File: src/rtl/x1_cond_pkg.sv
// Shared definitions for the x1 input conditioner.
// Step-mode encodings and the debounce state set.
package x1_cond_pkg;

    localparam logic [1:0] MODE_RUN    = 2'b00;
    localparam logic [1:0] MODE_DIV    = 2'b01;
    localparam logic [1:0] MODE_SINGLE = 2'b10;
    localparam logic [1:0] MODE_HOLD   = 2'b11;

    typedef enum logic [1:0] {
        STABLE_LO = 2'd0,
        PEND_HI   = 2'd1,
        STABLE_HI = 2'd2,
        PEND_LO   = 2'd3
    } db_state_e;

endpackage

File: src/rtl/x1_input_conditioner_debounce_cell.sv
// Synchronizer, debounce FSM and edge pulses for one async pin.
// The output flips only after DB_LIMIT consecutive differing samples.
module debounce_cell
    import x1_cond_pkg::*;
#(
    parameter int SYNC_STAGES = 2,
    parameter int DB_LIMIT    = 10,
    parameter int DB_CNT_W    = 4
) (
    input  logic clk,
    input  logic rst_n,
    input  logic raw,
    output logic clean,
    output logic rise,
    output logic fall
);

    localparam logic [DB_CNT_W-1:0] LIM_M1 = DB_CNT_W'(DB_LIMIT - 1);
    localparam logic [DB_CNT_W-1:0] ONE    = DB_CNT_W'(1);

    logic [SYNC_STAGES-1:0] sync_q;
    logic [SYNC_STAGES-1:0] sync_d;
    logic                   smp;

    db_state_e              state_q;
    db_state_e              state_d;
    logic [DB_CNT_W-1:0]    cnt_q;
    logic [DB_CNT_W-1:0]    cnt_d;
    logic                   clean_q;
    logic                   clean_d;
    logic                   rise_q;
    logic                   rise_d;
    logic                   fall_q;
    logic                   fall_d;

    assign sync_d = {sync_q[SYNC_STAGES-2:0], raw};
    assign smp    = sync_q[SYNC_STAGES-1];

    // Next-state logic: qualify a level change over DB_LIMIT samples.
    always_comb begin
        state_d = state_q;
        cnt_d   = cnt_q;
        clean_d = clean_q;
        rise_d  = 1'b0;
        fall_d  = 1'b0;
        unique case (state_q)
            STABLE_LO: begin
                if (smp) begin
                    if (DB_LIMIT == 1) begin
                        clean_d = 1'b1;
                        rise_d  = 1'b1;
                        state_d = STABLE_HI;
                        cnt_d   = '0;
                    end else begin
                        state_d = PEND_HI;
                        cnt_d   = ONE;
                    end
                end
            end
            PEND_HI: begin
                if (!smp) begin
                    state_d = STABLE_LO;
                    cnt_d   = '0;
                end else if (cnt_q == LIM_M1) begin
                    clean_d = 1'b1;
                    rise_d  = 1'b1;
                    state_d = STABLE_HI;
                    cnt_d   = '0;
                end else begin
                    cnt_d = cnt_q + ONE;
                end
            end
            STABLE_HI: begin
                if (!smp) begin
                    if (DB_LIMIT == 1) begin
                        clean_d = 1'b0;
                        fall_d  = 1'b1;
                        state_d = STABLE_LO;
                        cnt_d   = '0;
                    end else begin
                        state_d = PEND_LO;
                        cnt_d   = ONE;
                    end
                end
            end
            PEND_LO: begin
                if (smp) begin
                    state_d = STABLE_HI;
                    cnt_d   = '0;
                end else if (cnt_q == LIM_M1) begin
                    clean_d = 1'b0;
                    fall_d  = 1'b1;
                    state_d = STABLE_LO;
                    cnt_d   = '0;
                end else begin
                    cnt_d = cnt_q + ONE;
                end
            end
            default: begin
                state_d = STABLE_LO;
                cnt_d   = '0;
            end
        endcase
    end

    // Synchronizer chain, FSM state and registered outputs.
    always_ff @(posedge clk or negedge rst_n) begin
        if (!rst_n) begin
            sync_q  <= '0;
            state_q <= STABLE_LO;
            cnt_q   <= '0;
            clean_q <= 1'b0;
            rise_q  <= 1'b0;
            fall_q  <= 1'b0;
        end else begin
            sync_q  <= sync_d;
            state_q <= state_d;
            cnt_q   <= cnt_d;
            clean_q <= clean_d;
            rise_q  <= rise_d;
            fall_q  <= fall_d;
        end
    end

    assign clean = clean_q;
    assign rise  = rise_q;
    assign fall  = fall_q;

endmodule

File: src/rtl/x1_input_conditioner.sv
// Front end for the Moore machine: clean x1 plus the step strobe.
// Holds the mode synchronizer, the step divider and step_en.
module x1_input_conditioner
    import x1_cond_pkg::*;
#(
    parameter int SYNC_STAGES = 2,
    parameter int DB_LIMIT    = 10,
    parameter int DB_CNT_W    = 4,
    parameter int STEP_DIV    = 1000,
    parameter int DIV_W       = 10
) (
    input  logic       clk,
    input  logic       rst_n,
    input  logic       ena,
    input  logic       x_raw,
    input  logic       step_btn_raw,
    input  logic [1:0] mode_raw,
    output logic       x_clean,
    output logic       x_rise,
    output logic       x_fall,
    output logic       step_en,
    output logic [1:0] mode_q
);

    localparam logic [DIV_W-1:0] DIV_LAST = DIV_W'(STEP_DIV - 1);
    localparam logic [DIV_W-1:0] DIV_ONE  = DIV_W'(1);

    logic             btn_rise;
    logic             btn_clean_unused;
    logic             btn_fall_unused;

    logic [1:0]       mode_s1_q;
    logic [1:0]       mode_prev_q;
    logic [1:0]       vld_q;
    logic             mode_ok;
    logic             mode_chg;
    logic             run_ok;

    logic [DIV_W-1:0] div_q;
    logic [DIV_W-1:0] div_d;
    logic             step_en_q;
    logic             step_en_d;

    debounce_cell #(
        .SYNC_STAGES (SYNC_STAGES),
        .DB_LIMIT    (DB_LIMIT),
        .DB_CNT_W    (DB_CNT_W)
    ) u_x_db (
        .clk   (clk),
        .rst_n (rst_n),
        .raw   (x_raw),
        .clean (x_clean),
        .rise  (x_rise),
        .fall  (x_fall)
    );

    debounce_cell #(
        .SYNC_STAGES (SYNC_STAGES),
        .DB_LIMIT    (DB_LIMIT),
        .DB_CNT_W    (DB_CNT_W)
    ) u_btn_db (
        .clk   (clk),
        .rst_n (rst_n),
        .raw   (step_btn_raw),
        .clean (btn_clean_unused),
        .rise  (btn_rise),
        .fall  (btn_fall_unused)
    );

    // mode_q only reflects real pin samples once the chain has filled.
    assign mode_ok  = vld_q[1];
    assign mode_chg = (mode_q != mode_prev_q);
    assign run_ok   = ena && mode_ok && !mode_chg;

    // Step strobe and divider; any mode change or ena=0 clears both.
    always_comb begin
        div_d     = '0;
        step_en_d = 1'b0;
        unique case (1'b1)
            (mode_q == MODE_RUN): begin
                step_en_d = run_ok;
            end
            (mode_q == MODE_DIV): begin
                if (run_ok) begin
                    div_d     = (div_q == DIV_LAST) ? '0 : div_q + DIV_ONE;
                    step_en_d = (div_q == DIV_LAST);
                end
            end
            (mode_q == MODE_SINGLE): begin
                step_en_d = run_ok && btn_rise;
            end
            (mode_q == MODE_HOLD): begin
                step_en_d = 1'b0;
            end
            default: begin
                step_en_d = 1'b0;
            end
        endcase
    end

    // Mode synchronizer, change tracking, divider and strobe flops.
    always_ff @(posedge clk or negedge rst_n) begin
        if (!rst_n) begin
            mode_s1_q   <= 2'b00;
            mode_q      <= 2'b00;
            mode_prev_q <= 2'b00;
            vld_q       <= 2'b00;
            div_q       <= '0;
            step_en_q   <= 1'b0;
        end else begin
            mode_s1_q   <= mode_raw;
            mode_q      <= mode_s1_q;
            mode_prev_q <= mode_q;
            vld_q       <= {vld_q[0], 1'b1};
            div_q       <= div_d;
            step_en_q   <= step_en_d;
        end
    end

    assign step_en = step_en_q;

endmodule

File: config.mk
export PLATFORM = sky130hd
export DESIGN_NAME = x1_input_conditioner
export DESIGN_NICKNAME = d
export VERILOG_FILES = /design/src/rtl/x1_cond_pkg.sv /design/src/rtl/x1_input_conditioner_debounce_cell.sv /design/src/rtl/x1_input_conditioner.sv
export SDC_FILE = /design/constraint.sdc
export NUM_CORES = 1
export LEC_CHECK = 0
export CELL_PAD_IN_SITES_DETAIL_PLACEMENT = 1
export CELL_PAD_IN_SITES_GLOBAL_PLACEMENT = 1
export CORE_UTILIZATION = 45
export DETAILED_ROUTE_END_ITERATION = 10
export DONT_BUFFER_PORTS = 1
export PLACE_DENSITY = 0.77
export SYNTH_ARGS = -nofsm -noshare
export SYNTH_HDL_FRONTEND = slang
export SYNTH_SLANG_ARGS = --single-unit
export TNS_END_PERCENT = 10
File: constraint.sdc
create_clock -name clk -period 1.45 [get_ports clk]
set_clock_uncertainty 0.15 [all_clocks]
set_input_delay 0.2175 -clock clk [delete_from_list [all_inputs] [get_ports clk]]
set_output_delay 0.2175 -clock clk [all_outputs]
set_load 0.02 [all_outputs]
==> results.cfg, run 1 <==
[outcome]
status = finished, violations left
violations = negative setup slack

[timing]
whs_ns = 0.1722
grt_setup_unrepaired = true
hold_viol = 0
worst_slack_ns = -0.1155
min_period_over_period_pct = 108.0
fmax_ghz = 0.6388
fin_crit_ns = 1.565
final-setup-viol-count = 9
slew_viol_final = 0

[synthesis]
muxShareOfSynthArea_pct = 0.6860
postSynthAreaPerCell_um2 = 11.90
yosys.area_share.xor_xnor_pct = 5.335
syn_area_mm2 = 0.001642
synth-simple-area-share_pct = 17.68
yosysWarnings = 0
synth_cell_types = 37
synth_compound_area_share_pct = 11.13
synth_area_leaders = dfrtp_1 (59%), ha_1 (3.8%), xor2_1 (3.2%), nand2_1 (2.5%), xnor2_1 (2.1%)
syn_inst = 138
synth_fa_ha_area_share_pct = 3.811
ys_seq_area_share_pct = 59.45
synth-seq-cells = 39
synth_top_family_by_area = simple AND/OR/NAND/NOR gates
synth_area_leader_cell = dfrtp_1
netlist.area_leader.share_pct = 59.45
synth_nets = 150

[cells_and_area]
fin_util_pct = 62.49
stdcell_count = 224
nets = 189
insertedDiodeCount = 0
area.growth.synth_to_final_pct = 30.03
drive_gt1_share_pct = 32.02

[placement]
port_buffers = 0
gp_congestion = 0.7633
dp_hpwl_mm = 2.367
pre_cts_ws_ns = -0.1083
dp_cells = 204

[die]
chipWidth_um = 62.40
coreArea_mm2 = 0.003416
start_util_pct = 48.06
dieArea_mm2 = 0.003894
pin_count = 13
die_y_um = 62.40
rows = 21

[routing]
via_per_inst = 5.643
ant_nets = 0
drc = 0
drt_iter0_markers = 53
first_pass_iters = 4
vias = 1264
wl_per_cell_um = 17.13
wirelength_mm = 3.836

[setup_path]
arrival_ns = 1.68
rr_worst_depth = 4
end_kind = flip-flop
worstReg2RegEnd = div_q[6]
cp-startpoint = div_q[1]
r2r_setup_slack_ns = -0.12
endpoint = div_q[6]
regToRegStartpoint = div_q[1]
path_class = reg2reg
start_kind = flip-flop
worst-path-max-fanout = 4
cp.required_ns = 1.56

[clock_tree]
clock-root-buffer = clkbuf_4
cts_tree = built
cts_sinks = 39
htree_levels = 2
clock_latency_ns = 0.35
clkTransAtPathRegs_ns = 0.13
clk_path_buf_depth = 2
numCtsBuffers = 5

[power]
power.leakage_uw = 0.0008839
power.internal_uw = 1565
ir_drop_v = 0.0008169
powerDensity_mw_per_mm2 = 1036
p_switching_uw = 645.8
p_comb_share_pct = 17.6
seq_power_share_pct = 57.3
power_switching_share_pct = 29.21
clkPwrFrac_pct = 25.0

[worst_hold_path]
hold_class = in2async

[global_routing]
grt_pass1_vias = 1341
grt_antenna_before_repair = 0
grt_pass1_wl_mm = 6.299
grt_usage_pct = 21.02
gr-total-overflow = 0
grt_max_degree = 40

[flow_run]
cap_violations = 0
## repair_timing
item                       in CTS  in global routing
setup endpoints to repair      11                 20
setup buffers                   3                  2
pin swaps                       4                  7
gates cloned                    0                  0
gates resized for setup         4                  8
hold endpoints to repair       44                  0
hold buffers                    7                  0
## flip-flops by register name, summed over array words and instances (netlist names), named ones only
register          flops
div_q                10
u_btn_db.cnt_q        4
u_x_db.cnt_q          4
mode_prev_q           2
mode_q                2
mode_s1_q             2
u_btn_db.sync_q       2
u_x_db.sync_q         2
vld_q                 2
step_en               1
u_btn_db.rise         1
u_btn_db.state_q      1
u_x_db.clean          1
u_x_db.fall           1
u_x_db.rise           1
u_x_db.state_q        1
## layout by cell type (no fill, tap or decap), drive strengths merged, types with 2 or more instances in the layout
| master | count |
|---|---|
| xnor2 | 4 |
| or4 | 3 |
| nand3b | 4 |
| ha | 5 |
| a21oi | 3 |
| o31ai | 4 |
| clkbuf | 6 |
| buf | 27 |
| nand3 | 6 |
| a31oi | 3 |
| dlygate4sd3 | 6 |
| o211ai | 2 |
| nor3 | 4 |
| nand4b | 3 |
| xor2 | 6 |
| nand2 | 11 |
| o22ai | 2 |
| clkinv | 2 |
| nand4 | 2 |
| o21ai | 5 |
| nor3b | 3 |
| inv | 6 |
| dfrtp | 39 |
| or3 | 3 |
| nor2 | 4 |
| a211oi | 3 |
## per-layer routing
| layer | vias up | share of wire [%] | global-route usage (%) |
|---|---|---|---|
| met5 | - | 0 | 0 |
| met4 | 0 | 1.8 | 9.593 |
| met3 | 8 | 2.3 | 3.467 |
| met2 | 22 | 52 | 35.19 |
| met1 | 656 | 44 | 26.68 |
| li1 | 578 | - | - |
## cells by family after synthesis
kind of cell             Yosys count
AO/OA/AOI/OAI                     26
other                              1
AND/OR/NAND/NOR                   49
flip-flops                        39
multiplexers                       1
XOR/XNOR                          10
adder cells (fa/ha/maj)            5
buffers and inverters              7
## metrics by stage
| stage | setup TNS, ns | total power [uW] | area (um2) |
|---|---|---|---|
| finish | -0.4537 | 2211 | 2135 |
| global placement | -0.09424 | 1578 | 1916 |
| CTS | -0.5024 | 2214 | 2092 |
| floorplan | -0.4035 | 1485 | 1699 |
| detailed placement | -0.4654 | 1618 | 1916 |
| global route | -1.138 | 2329 | 2135 |
## cell usage after synthesis
| master | instances |
|---|---|
| nand4bb_1 | 1 |
| buf_2 | 1 |
| a21oi_1 | 3 |
| inv_1 | 6 |
| a211oi_1 | 1 |
| ha_1 | 5 |
| mux2_2 | 1 |
| o21bai_1 | 1 |
| nand2_1 | 11 |
| nor3_1 | 3 |
| a31oi_1 | 3 |
| and4b_1 | 1 |
| nand4_1 | 2 |
| o21a_1 | 1 |
| nor3_2 | 1 |
| or4_1 | 3 |
| nand3b_1 | 4 |
| a41oi_1 | 1 |
| o21ai_0 | 5 |
| o211a_1 | 1 |
| xnor2_1 | 4 |
| or2_2 | 1 |
| or3_1 | 3 |
| conb_1 | 1 |
| nor4_1 | 1 |
| a211oi_2 | 2 |
| nand3_1 | 6 |
| nor2_1 | 4 |
| and2_1 | 1 |
| nor2b_1 | 1 |
| o22ai_1 | 2 |
| nor3b_1 | 3 |
| o211ai_1 | 2 |
| dfrtp_1 | 39 |
| xor2_1 | 6 |
| o31ai_1 | 4 |
| nand4b_1 | 3 |
## worst max-delay path, stage by stage (launching register included)
cell and delay (ns):
dfrtp_1 0.43, ha_4 0.18, nand4_1 0.15, or3_1 0.40, a211oi_2 0.18
## power groups by stage
stage | Combinational [uW] | Sequential [uW] | Clock, uW
2_1_floorplan | 206 | 1280 | 0
3_3_place_gp | 308 | 1270 | 0
3_5_place_dp | 339 | 1280 | 0
4_1_cts | 384 | 1260 | 570
5_1_grt | 445 | 1280 | 605
6_report | 390 | 1270 | 553
## cell type report
class	instances	area, um2
multi-input combinational	92	732.0
inverter	6	22.52
sequential	39	979.7
tap	46	57.56
clock inverter	2	13.76
timing repair buffer	33	287.8
fill	351	1281
clock buffer	6	41.29
## how the worst min path moves through the flow
stage,to
3_5_place_dp,vld_q[1]
3_3_place_gp,vld_q[1]
5_1_grt,step_en
6_report,step_en
4_1_cts,vld_q[1]
2_1_floorplan,asynchronous set/reset pin
(Power assumes the default switching activity.)
==> run 2: changes to the inputs <==
--- a/config.mk
+++ b/config.mk
@@ -7,10 +7,11 @@
 export LEC_CHECK = 0
 export CELL_PAD_IN_SITES_DETAIL_PLACEMENT = 1
 export CELL_PAD_IN_SITES_GLOBAL_PLACEMENT = 1
-export CORE_UTILIZATION = 45
+export CORE_UTILIZATION = 40
 export DETAILED_ROUTE_END_ITERATION = 10
 export DONT_BUFFER_PORTS = 1
-export PLACE_DENSITY = 0.77
+export PLACE_DENSITY = 0.71
+export REMOVE_ABC_BUFFERS = 1
 export SYNTH_ARGS = -nofsm -noshare
 export SYNTH_HDL_FRONTEND = slang
 export SYNTH_SLANG_ARGS = --single-unit
==> run 2 against run 1 <==
  * The flow still finishes with violations (negative setup slack)
  * Critical path depth shrank 1
  * Combinational power up 6.7%
  * Hold slack worse by 0.078 ns
  * Total power up 17%
  * Global-route usage fell by 0.13 points
  * Final cell count rose by 1.8%
  * Sequential power about the same
==> results.cfg, run 2 (synthesis gave the netlist of run 1 again) <==
[die]
rows = 22
pin_count = 13
start_util_pct = 43.21
die_y_um = 66.06
coreArea_mm2 = 0.003799
chipWidth_um = 66.06
dieArea_mm2 = 0.004364

[cells_and_area]
largest-register = div_q
final_common_cell = dfrtp_1
top_regs = div_q (10), u_btn_db.cnt_q (4), u_x_db.cnt_q (4)
layout_common_cells = dfrtp_1 (38), buf_4 (25), nand2_1 (10), xor2_1 (6)
fin_util_pct = 58.37
fillers = 382
area.growth.synth_to_final_pct = 35.06
nets = 191
layout.area.seq_um2 = 977.2
largest_reg_flops = 10
multi_input_area_um2 = 742.0
drive_gt1_share_pct = 34.44
insertedDiodeCount = 0
stdcell_count = 228

[global_routing]
grt_pass1_wl_mm = 6.458
grt_max_degree = 40
grt_usage_pct = 20.89
grt_antenna_before_repair = 0
gr-total-overflow = 0
grt_pass1_vias = 1373

[placement]
dp_cells = 204
dp_hpwl_mm = 2.409
port_buffers = 0
gp_congestion = 0.7955

[power]
ir_drop_v = 0.0006521
powerDensity_mw_per_mm2 = 1163
power.leakage_uw = 0.0009078

[routing]
wirelength_mm = 4.114
via_per_inst = 5.544
drt_iter0_markers = 24
wl_per_cell_um = 18.04
ant_nets = 0
drc = 0
vias = 1264
first_pass_iters = 4

[clock_tree]
htree_levels = 2
cts_sinks = 39
clkTransAtPathRegs_ns = 0.08
numCtsBuffers = 5
clk_path_buf_depth = 2
cts_tree = built
clock_latency_ns = 0.29
clock-root-buffer = clkbuf_8

[setup_path]
cp.required_ns = 1.49
path_cells = nand3_2 > or4_1 > a211oi_2
path_class = reg2reg
worst-path-max-fanout = 6
worst_path_max_delay_cell = dfrtp_1
cp_top_family = simple AND/OR/NAND/NOR gates
arrival_ns = 1.66
start_kind = flip-flop
critPathMaxStageDelay_ns = 0.46
end_kind = flip-flop
timing.critical_path.buf_inv = 0

[worst_hold_path]
hold_class = in2reg

[flow_run]
cap_violations = 0

[timing]
worst_slack_ns = -0.1640
whs_ns = 0.09377
min_period_over_period_pct = 111.3
hold_viol = 0
fin_crit_ns = 1.614
grt_setup_unrepaired = true
fmax_ghz = 0.6196
final-setup-viol-count = 9
slew_viol_final = 0

[outcome]
violations = negative setup slack
status = finished, violations left
[run 2: changes by cell type in the layout (fill, tap and decap cells not counted), moves of 2 or more]
cell / delta
clkbuf_8: +5
clkbuf_4: -5
dfrtp_2: -2
dfrtp_1: +2
buf_6: +4
[run 2: stage by stage]
stage / setup TNS (ns) / instance area [um2] / total power [uW] / setup slack [ns]
finish: -0.6215 / 2217 / 2578 / -0.1640
detailed placement: -1.040 / 1839 / 1616 / -0.1349
CTS: -0.4982 / 2126 / 2546 / -0.08609
floorplan: -1.588 / 1637 / 1482 / -0.2159
global route: -1.314 / 2217 / 2698 / -0.2377
global placement: -0.1427 / 1839 / 1576 / -0.04556
[run 2: what timing repair did]
action	4_1_cts	5_1_grt
gates resized for setup	10	20
endpoints found under the hold margin	43	0
pin swaps	5	6
buffers inserted	6	3
cloned	1	0
endpoints found under the setup margin	15	19
hold buffers	6	0
[run 2: path summary, 6_finish.rpt]
| path | start | end | slack (ns) | cells after the start |
|---|---|---|---|---|
| max reg2reg | div_q[2] | div_q[7] | -0.16 | 3 |
| min | ena | step_en | 0.09 | 3 |
| max in group asynchronous | rst_n | div_q[0] | 0.71 | 2 |
| max | div_q[2] | div_q[7] | -0.16 | 3 |
| min reg2reg | u_x_db.sync_q[0] | u_x_db.sync_q[1] | 0.20 | 0 |
| min in group asynchronous | rst_n | div_q[4] | 0.24 | 2 |
[run 2: routing by layer]
layer,track usage [%],wire length (um),up-vias
met5,0,0,-
met4,7.447,135,0
met3,5.000,140,15
met2,38.52,2153,26
met1,23.09,1684,642
li1,-,-,581
[run 2: layout make-up]
| cell class | count | share of cell area, % |
|---|---|---|
| sequential | 39 | 44.07 |
| clock buffer | 5 | 3.104 |
| tap | 48 | 2.709 |
| timing repair buffer | 35 | 13.66 |
| inverter | 6 | 1.016 |
| multi-input combinational | 92 | 33.46 |
| clock inverter | 3 | 1.975 |
[run 2: power breakdown]
| part | switching (uW) | leakage [uW] | internal, uW |
|---|---|---|---|
| clock | 375 | 0.0000581 | 512 |
| sequential | 96.6 | 0.000498 | 1180 |
| combinational | 200 | 0.000352 | 217 |
| total | 671 | 0.000908 | 1910 |
[run 2: worst min-delay path: stages]
cell and delay [ns]:
nand2_1 0.07, nor3_1 0.07, o21a_1 0.12
